## config.mk

```make
export PLATFORM = sky130hd
export DESIGN_NAME = rca16_word_sequencer
export DESIGN_NICKNAME = d
export VERILOG_FILES = /design/src/rtl/rca16_word_sequencer.sv
export SDC_FILE = /design/constraint.sdc
export NUM_CORES = 1
export LEC_CHECK = 0
export ABC_AREA = 1
export CAP_MARGIN = 5
export CELL_PAD_IN_SITES_DETAIL_PLACEMENT = 0
export CELL_PAD_IN_SITES_GLOBAL_PLACEMENT = 1
export CORE_MARGIN = 2
export CORE_UTILIZATION = 38
export DETAILED_ROUTE_END_ITERATION = 10
export GPL_TIMING_DRIVEN = 0
export PLACE_DENSITY = 0.94
export SETUP_SLACK_MARGIN = 0.02
export SLEW_MARGIN = 20
export SYNTH_ARGS = -nofsm -noshare
export SYNTH_HDL_FRONTEND = slang
export SYNTH_SLANG_ARGS = --single-unit
```

## constraint.sdc

```tcl
create_clock -name clk -period 12.1 [get_ports clk]
set_clock_uncertainty 0.2 [all_clocks]
set_input_delay 2.42 -clock clk [delete_from_list [all_inputs] [get_ports clk]]
set_output_delay 2.42 -clock clk [all_outputs]
set_load 0.02 [all_outputs]
```

## src/rtl/rca16_word_sequencer.sv

```systemverilog
// Multi-word adder that time-shares one 16-bit ripple-carry adder, LS word first.
// Optional macro RCA_SEQ_SUB_EN adds a subtract mode selected by port sub.

module rc_adder16 (
    output logic [15:0] sum,
    output logic        carry_out,
    input  logic [15:0] a,
    input  logic [15:0] b,
    input  logic        carry_in
);
    logic cy;

    always_comb begin
        cy  = carry_in;
        sum = '0;
        for (int i = 0; i < 16; i++) begin
            sum[i] = a[i] ^ b[i] ^ cy;
            cy     = (a[i] & b[i]) | (cy & (a[i] ^ b[i]));
        end
        carry_out = cy;
    end
endmodule

module rca16_word_sequencer #(
    parameter int NUM_WORDS = 4
) (
    input  logic                    clk,
    input  logic                    reset,
    input  logic                    start,
    input  logic [16*NUM_WORDS-1:0] a_in,
    input  logic [16*NUM_WORDS-1:0] b_in,
    input  logic                    carry_in,
`ifdef RCA_SEQ_SUB_EN
    input  logic                    sub,
`endif
    output logic                    ready,
    output logic                    busy,
    output logic                    done,
    output logic [16*NUM_WORDS-1:0] sum_out,
    output logic                    carry_out
);
    localparam int W     = 16 * NUM_WORDS;
    localparam int CNT_W = (NUM_WORDS > 1) ? $clog2(NUM_WORDS) : 1;
    localparam logic [CNT_W-1:0] LAST = CNT_W'(NUM_WORDS - 1);

    typedef enum logic [1:0] {IDLE, RUN, DONE} state_t;

    state_t           state, next_state;
    logic [CNT_W-1:0] cnt;
    logic [W-1:0]     op_a, op_b, sum_reg;
    logic             carry_reg, cout_reg;
    logic [CNT_W+3:0] word_base;
    logic [15:0]      add_sum;
    logic             add_cout;

    assign word_base = {cnt, 4'b0000};

    rc_adder16 u_adder (
        .sum       (add_sum),
        .carry_out (add_cout),
        .a         (op_a[word_base +: 16]),
        .b         (op_b[word_base +: 16]),
        .carry_in  (carry_reg)
    );

    always_ff @(posedge clk) begin
        if (reset) state <= IDLE;
        else       state <= next_state;
    end

    always_comb begin
        next_state = state;
        ready      = 1'b0;
        busy       = 1'b0;
        done       = 1'b0;
        case (state)
            IDLE: begin
                ready = 1'b1;
                if (start) next_state = RUN;
            end
            RUN: begin
                busy = 1'b1;
                if (cnt == LAST) next_state = DONE;
            end
            DONE: begin
                done       = 1'b1;
                next_state = IDLE;
            end
            default: next_state = IDLE;
        endcase
    end

    // Operand capture in IDLE; one result word and the inter-word carry per RUN cycle.
    always_ff @(posedge clk) begin
        if (reset) begin
            cnt       <= '0;
            op_a      <= '0;
            op_b      <= '0;
            carry_reg <= 1'b0;
            sum_reg   <= '0;
            cout_reg  <= 1'b0;
        end else begin
            case (state)
                IDLE: begin
                    if (start) begin
                        cnt  <= '0;
                        op_a <= a_in;
`ifdef RCA_SEQ_SUB_EN
                        op_b      <= sub ? ~b_in : b_in;
                        carry_reg <= sub ? 1'b1 : carry_in;
`else
                        op_b      <= b_in;
                        carry_reg <= carry_in;
`endif
                    end
                end
                RUN: begin
                    sum_reg[word_base +: 16] <= add_sum;
                    carry_reg                <= add_cout;
                    if (cnt == LAST) cout_reg <= add_cout;
                    else             cnt      <= cnt + CNT_W'(1);
                end
                default: ;
            endcase
        end
    end

    assign sum_out   = sum_reg;
    assign carry_out = cout_reg;
endmodule

```

======== Word-level counts from Yosys, hierarchy flattened ========
Index checks and enable logic that the tools add are counted.
storage, ports and cells
  flip-flop bits (word level) ............. 198
  bits in latches ......................... 0
  memory bits (writable) .................. 0
  ROM bits ................................ 0
  output and inout port bits .............. 68
  memories ................................ 0
operators by class
  add/subtract/negate cells ............... 2
  multipliers ............................. 0
  div/mod/pow operators ................... 0
  order comparisons ....................... 0
  eq/ne operators ......................... 6
  shifts and indexed selects .............. 4
  muxes and demuxes ....................... 12
  bitwise logic cells ..................... 80
  reduce and logical (&&, ||, !) cells .... 7
operator list
  operator                   number
  $shiftx A64 B7 Y16         2
  $bwmux W64                 1
  $shift A16 B8 Y64 const A  1
  $shiftx A16 B8 Y64         1
  $and A1 B1 Y1              32
  $xor A1 B1 Y1              32
  $or A1 B1 Y1               16
  $mux W2                    4
  $neg A6 Y8                 1
  $pmux W2 S2                2
  $reduce_and A2 Y1          4
  $ne A2 B2 Y1 const B       3
  $eq A2 B2 Y1 const B       2
  $mux W1                    4
  $reduce_and A3 Y1          1
  $add A2 B1 Y2 const B      1
  $eq A2 B1 Y1 const B       1
  $logic_not A2 Y1           1
  $pmux W1 S2                1
  $reduce_bool A2 Y1         1

======== Logic depth before layout (Yosys ltp) ========
  depth after elaboration ................. 35
  depth in mapped cells ................... 31
  depth with buffers taken out ............ 28

======== Modules after synthesis ========
From an unflattened synthesis, not the netlist that was laid out.
second synthesis, totals
  cells, all modules ...................... 1151
  area total of the unflattened synthesis .. 8648.3 um^2
by module, submodules not included
  module                instances  cells an instance  area each (um^2)
  rca16_word_sequencer  1          1125               8290.5
  rc_adder16            1          26                 357.8

======== Worst setup path after synthesis ========
No wires, ideal clock.
  kind .................................... register to register
  start point ............................. register cnt[0]
  end point ............................... register sum_reg[31], in the netlist sum_out[31]
  setup time .............................. 0.128 ns
  arrival time ............................ 6.994 ns
  data required time ...................... 11.772 ns
  path slack .............................. 4.779 ns
  stages on the path, launching flop included .. 30
  clock period less this slack ............ 7.321 ns
  cells stage by stage .................... dfxtp_1 > buf_2 > buf_2 > buf_2 > nand2_1 > o21ai_0 > a21oi_1 > fa_1 > fa_1 > fa_1 > inv_1 > fa_1 > fa_1 > inv_1 > fa_1 > fa_1 > fa_1 > fa_1 > fa_1 > fa_1 > fa_1 > fa_1 > fa_1 > inv_1 > fa_1 > fa_1 > nand3_1 > nor2_1 > nor2_1 > nor2_1
between the ends
  longest elaborated chain between the ends .. 35
  elaborated cells between the ends (all ways) .. 83
  those cells by class .................... add/sub: 1; shift: 4; mux: 1; bitwise: 77
ends and longest elaborated chain
  item                                   RTL line  text
  start, declared                        49        logic [CNT_W-1:0] cnt;
  start signal, assigned                 121       else cnt <= cnt + CNT_W'(1);
  $shiftx A64 B7 Y16 (on tied branches)  61, 62
  $xor A1 B1 Y1                          17, 18
  $and A1 B1 Y1                          18        cy = (a[i] & b[i]) | (cy & (a[i] ^ b[i]));
  $or A1 B1 Y1                           18
  $and A1 B1 Y1                          18
  $or A1 B1 Y1                           18
  $and A1 B1 Y1                          18
  $or A1 B1 Y1                           18
  (+19 left out)                         --
  $or A1 B1 Y1                           18
  $and A1 B1 Y1                          18
  $or A1 B1 Y1                           18
  $and A1 B1 Y1                          18
  $or A1 B1 Y1                           18
  $xor A1 B1 Y1                          17        sum[i] = a[i] ^ b[i] ^ cy;
  $shiftx A16 B8 Y64                     118       sum_reg[word_base +: 16] <= add_sum;
  $bwmux W64 (*)                         118
  end signal, assigned by index          118
  end, declared                          50        logic [W-1:0] op_a, op_b, sum_reg;
Mark *: on every way between the ends. The rest lies on a longest branch, timed or not.
A chain may end at the register's enable or synchronous reset.

======== Final worst setup path ========
Same ends and word-level chain as after synthesis.

==> results_dict.tcl <==
set metrics [dict create \
    p_switching_mw 0.4849 \
    drive_above_1_share_pct 5.826 \
    ys_warn_count 0 \
    drtIter0Drc 782 \
    cp_common_cell "fa_1" \
    ioPinCount 200 \
    synth_edf_count 0 \
    fmax_ghz 0.1195 \
    status "finished, final reports clean" \
    layout.nets 1601 \
    antenna_cells 0 \
    ys_async_sr_fraction_pct 0 \
    setup_tns_ns 0 \
    worstMarginPinSlew_ns 0.7053 \
    die_height_um 155.8 \
    core_um2 22640 \
    syn_inst 1230 \
    path_class "reg -> reg" \
    clkLatencyLatePin_ns 0.44 \
    vias 8635 \
    place_area_um2 11090 \
    cts_resized 0 \
    required_ns 12.21 \
    place.port_buffers 198 \
    rows 55 \
    rsz0062_at_grt "false" \
    ys_types 26 \
    cts_made_buffers 17 \
    reg2regPathDepth 28 \
    path_buf_inv 6 \
    antenna_found_initial 0 \
    synth_area_per_cell_um2 7.119 \
    path_clk_slew_ns 0.07 \
    critPathSlowestCell "clkbuf_1" \
    fin_area_um2 11690 \
    clock-sinks 198 \
    vias_per_cell 4.951 \
    min_path_type "reg -> reg" \
    initial_utilization_pct 38.67 \
    overflow 0 \
    dp_slack_ns 3.864 \
    fin_crit_sh_pct 69.15 \
    min_from "op_a[6]$_SDFFE_PP0P_" \
    slew_headroom_pct 52.98 \
    p_leak_nw 4.694 \
    final_antenna_net_count 0 \
    final_cells 1744 \
    power_frac_comb_pct 20.0 \
    powerDensity_nw_per_um2 138.4 \
    dp_hpwl_mm 22.40 \
    postCtsSetupBuffers 0 \
    synth_seq_area_share_pct 45.27 \
    cts_tree "done" \
    sw_frac_of_total_pct 29.98 \
    post_drt_wl_per_cell_um 16.29 \
    post-route-util_pct 51.63 \
    grt_usage_pct 23.57 \
    ir_drop_v 0.00009825 \
    die_x_um 155.8 \
    finalPower_mw 1.617 \
    rr_startpoint "cnt[0]$_SDFFE_PP0P_" \
    ys_seq_elements 198 \
    clk_path_buf_depth 2 \
    crit_path_end_kind "register" \
    cts_hold_buffers 0 \
    holdWs_ns 0.2554 \
    slew_viol_final 0 \
    routed_wirelength_mm 28.41 \
    worst-path-max-fanout 10 \
    seqPwrFrac_pct 44.1 \
    drcViolationCount 0 \
    synthFlopType "dfxtp_1" \
    slowest_delay_ns 0.54 \
    maxCapViolCount 0 \
    grt_pass1_wl_mm 43.78 \
    worst_setup_path_start_kind "register" \
    fin_ws_ns 3.733 \
    cp_top_family "adder cells" \
    syn_to_final_growth_pct 33.51 \
    synth_nets 1384 \
    rrSetupSlack_ns 3.73 \
    dieArea_um2 24270 \
    hold_viol_final 0 \
    root_buffer "clkbuf_16" \
    cp.arrival_ns 8.48 \
    htreeDepth 4 \
    hold_path_end "op_a[6]$_SDFFE_PP0P_" \
    p_int_mw 1.132 \
    clkPwrFrac_pct 35.8 \
    worst_r2r_endpoint "sum_out[31]$_SDFFE_PP0P_" \
    fin_crit_ns 8.367 \
    final-setup-viol-count 0 \
    dp.cells 1713 \
    netlist_area_um2 8756 \
    hold_depth 2 \
    place.gp.congestion 0.9368 \
    dr.pass1.iters 5 \
    grt_max_degree 19 \
    grt_pass1_vias 8354 \
]
cells in the final DEF, fill, tap and decap left out, types with 10 or more instances in the layout:
cell             count
nand2_1            128
clkdlybuf4s50_1    198
buf_6               10
nand3_1             30
nor2_1             371
dfxtp_1            198
a21oi_1             96
inv_1               73
o21ai_1             12
fa_1                16
buf_2               24
o21ai_0            190
clkbuf_16           17
clkbuf_1            41
cells by family after synthesis:
logic type      share of synthesized area, %
compound gates                         17.61
fa+ha+maj                              4.516
buf+inv                                8.517
flops                                  45.27
simple gates                           24.09
worst register-to-register path, delay by kind of cell, from the launching register on:
| kind | cells | cell delay, ns |
|---|---|---|
| compound gates | 2 | 0.32 |
| buf+inv | 6 | 1.31 |
| flops | 1 | 0.38 |
| fa+ha+maj | 15 | 5.47 |
| simple gates | 5 | 0.57 |
worst max-delay path by stage:
stage	from	to	cells past startpoint
after floorplan	cnt[0]$_SDFFE_PP0P_	sum_out[31]$_SDFFE_PP0P_	29
after global routing	cnt[0]$_SDFFE_PP0P_	sum_out[47]$_SDFFE_PP0P_	28
final	cnt[0]$_SDFFE_PP0P_	sum_out[31]$_SDFFE_PP0P_	28
after global placement	cnt[0]$_SDFFE_PP0P_	sum_out[31]$_SDFFE_PP0P_	28
after detailed placement	cnt[0]$_SDFFE_PP0P_	sum_out[31]$_SDFFE_PP0P_	28
after CTS	cnt[0]$_SDFFE_PP0P_	sum_out[31]$_SDFFE_PP0P_	28
cells in the mapped netlist (10+ instances only):
cell type	n	area, um^2
a21oi_1	96	480.5
buf_2	24	120.1
buf_6	10	112.6
clkbuf_1	40	150.1
dfxtp_1	198	3964
fa_1	16	320.3
inv_1	73	274.0
nand2_1	128	480.5
nand3_1	30	150.1
nor2_1	371	1393
o21ai_0	190	950.9
o21ai_1	12	60.06
power by group through the flow:
stage / sequential (mW) / combinational (mW) / clock, mW
floorplan: 0.726 / 0.186 / 0
detailed placement: 0.728 / 0.320 / 0
global route: 0.718 / 0.358 / 0.613
finish: 0.714 / 0.324 / 0.580
CTS: 0.713 / 0.321 / 0.584
global placement: 0.727 / 0.315 / 0
per-layer routing:
layer	part of all wire, %	vias up	global-route usage [%]	wire length [um]
met5	0	-	0	0
met4	3.3	0	8.563	947
met3	6.4	48	4.556	1808
met2	47	317	39.76	13360
met1	43	3917	30.06	12290
li1	-	4353	-	-
cell type report:
| cell class | instances | area [um^2] |
|---|---|---|
| sequential | 198 | 3964 |
| multi-input combinational | 868 | 4046 |
| timing repair buffer | 198 | 1982 |
| fill | 2228 | 10950 |
| clock buffer | 18 | 429.2 |
| buffer | 86 | 452.9 |
| inverter | 78 | 292.8 |
| clock inverter | 13 | 166.4 |
| tap | 285 | 356.6 |
(Power assumes the default switching activity.)
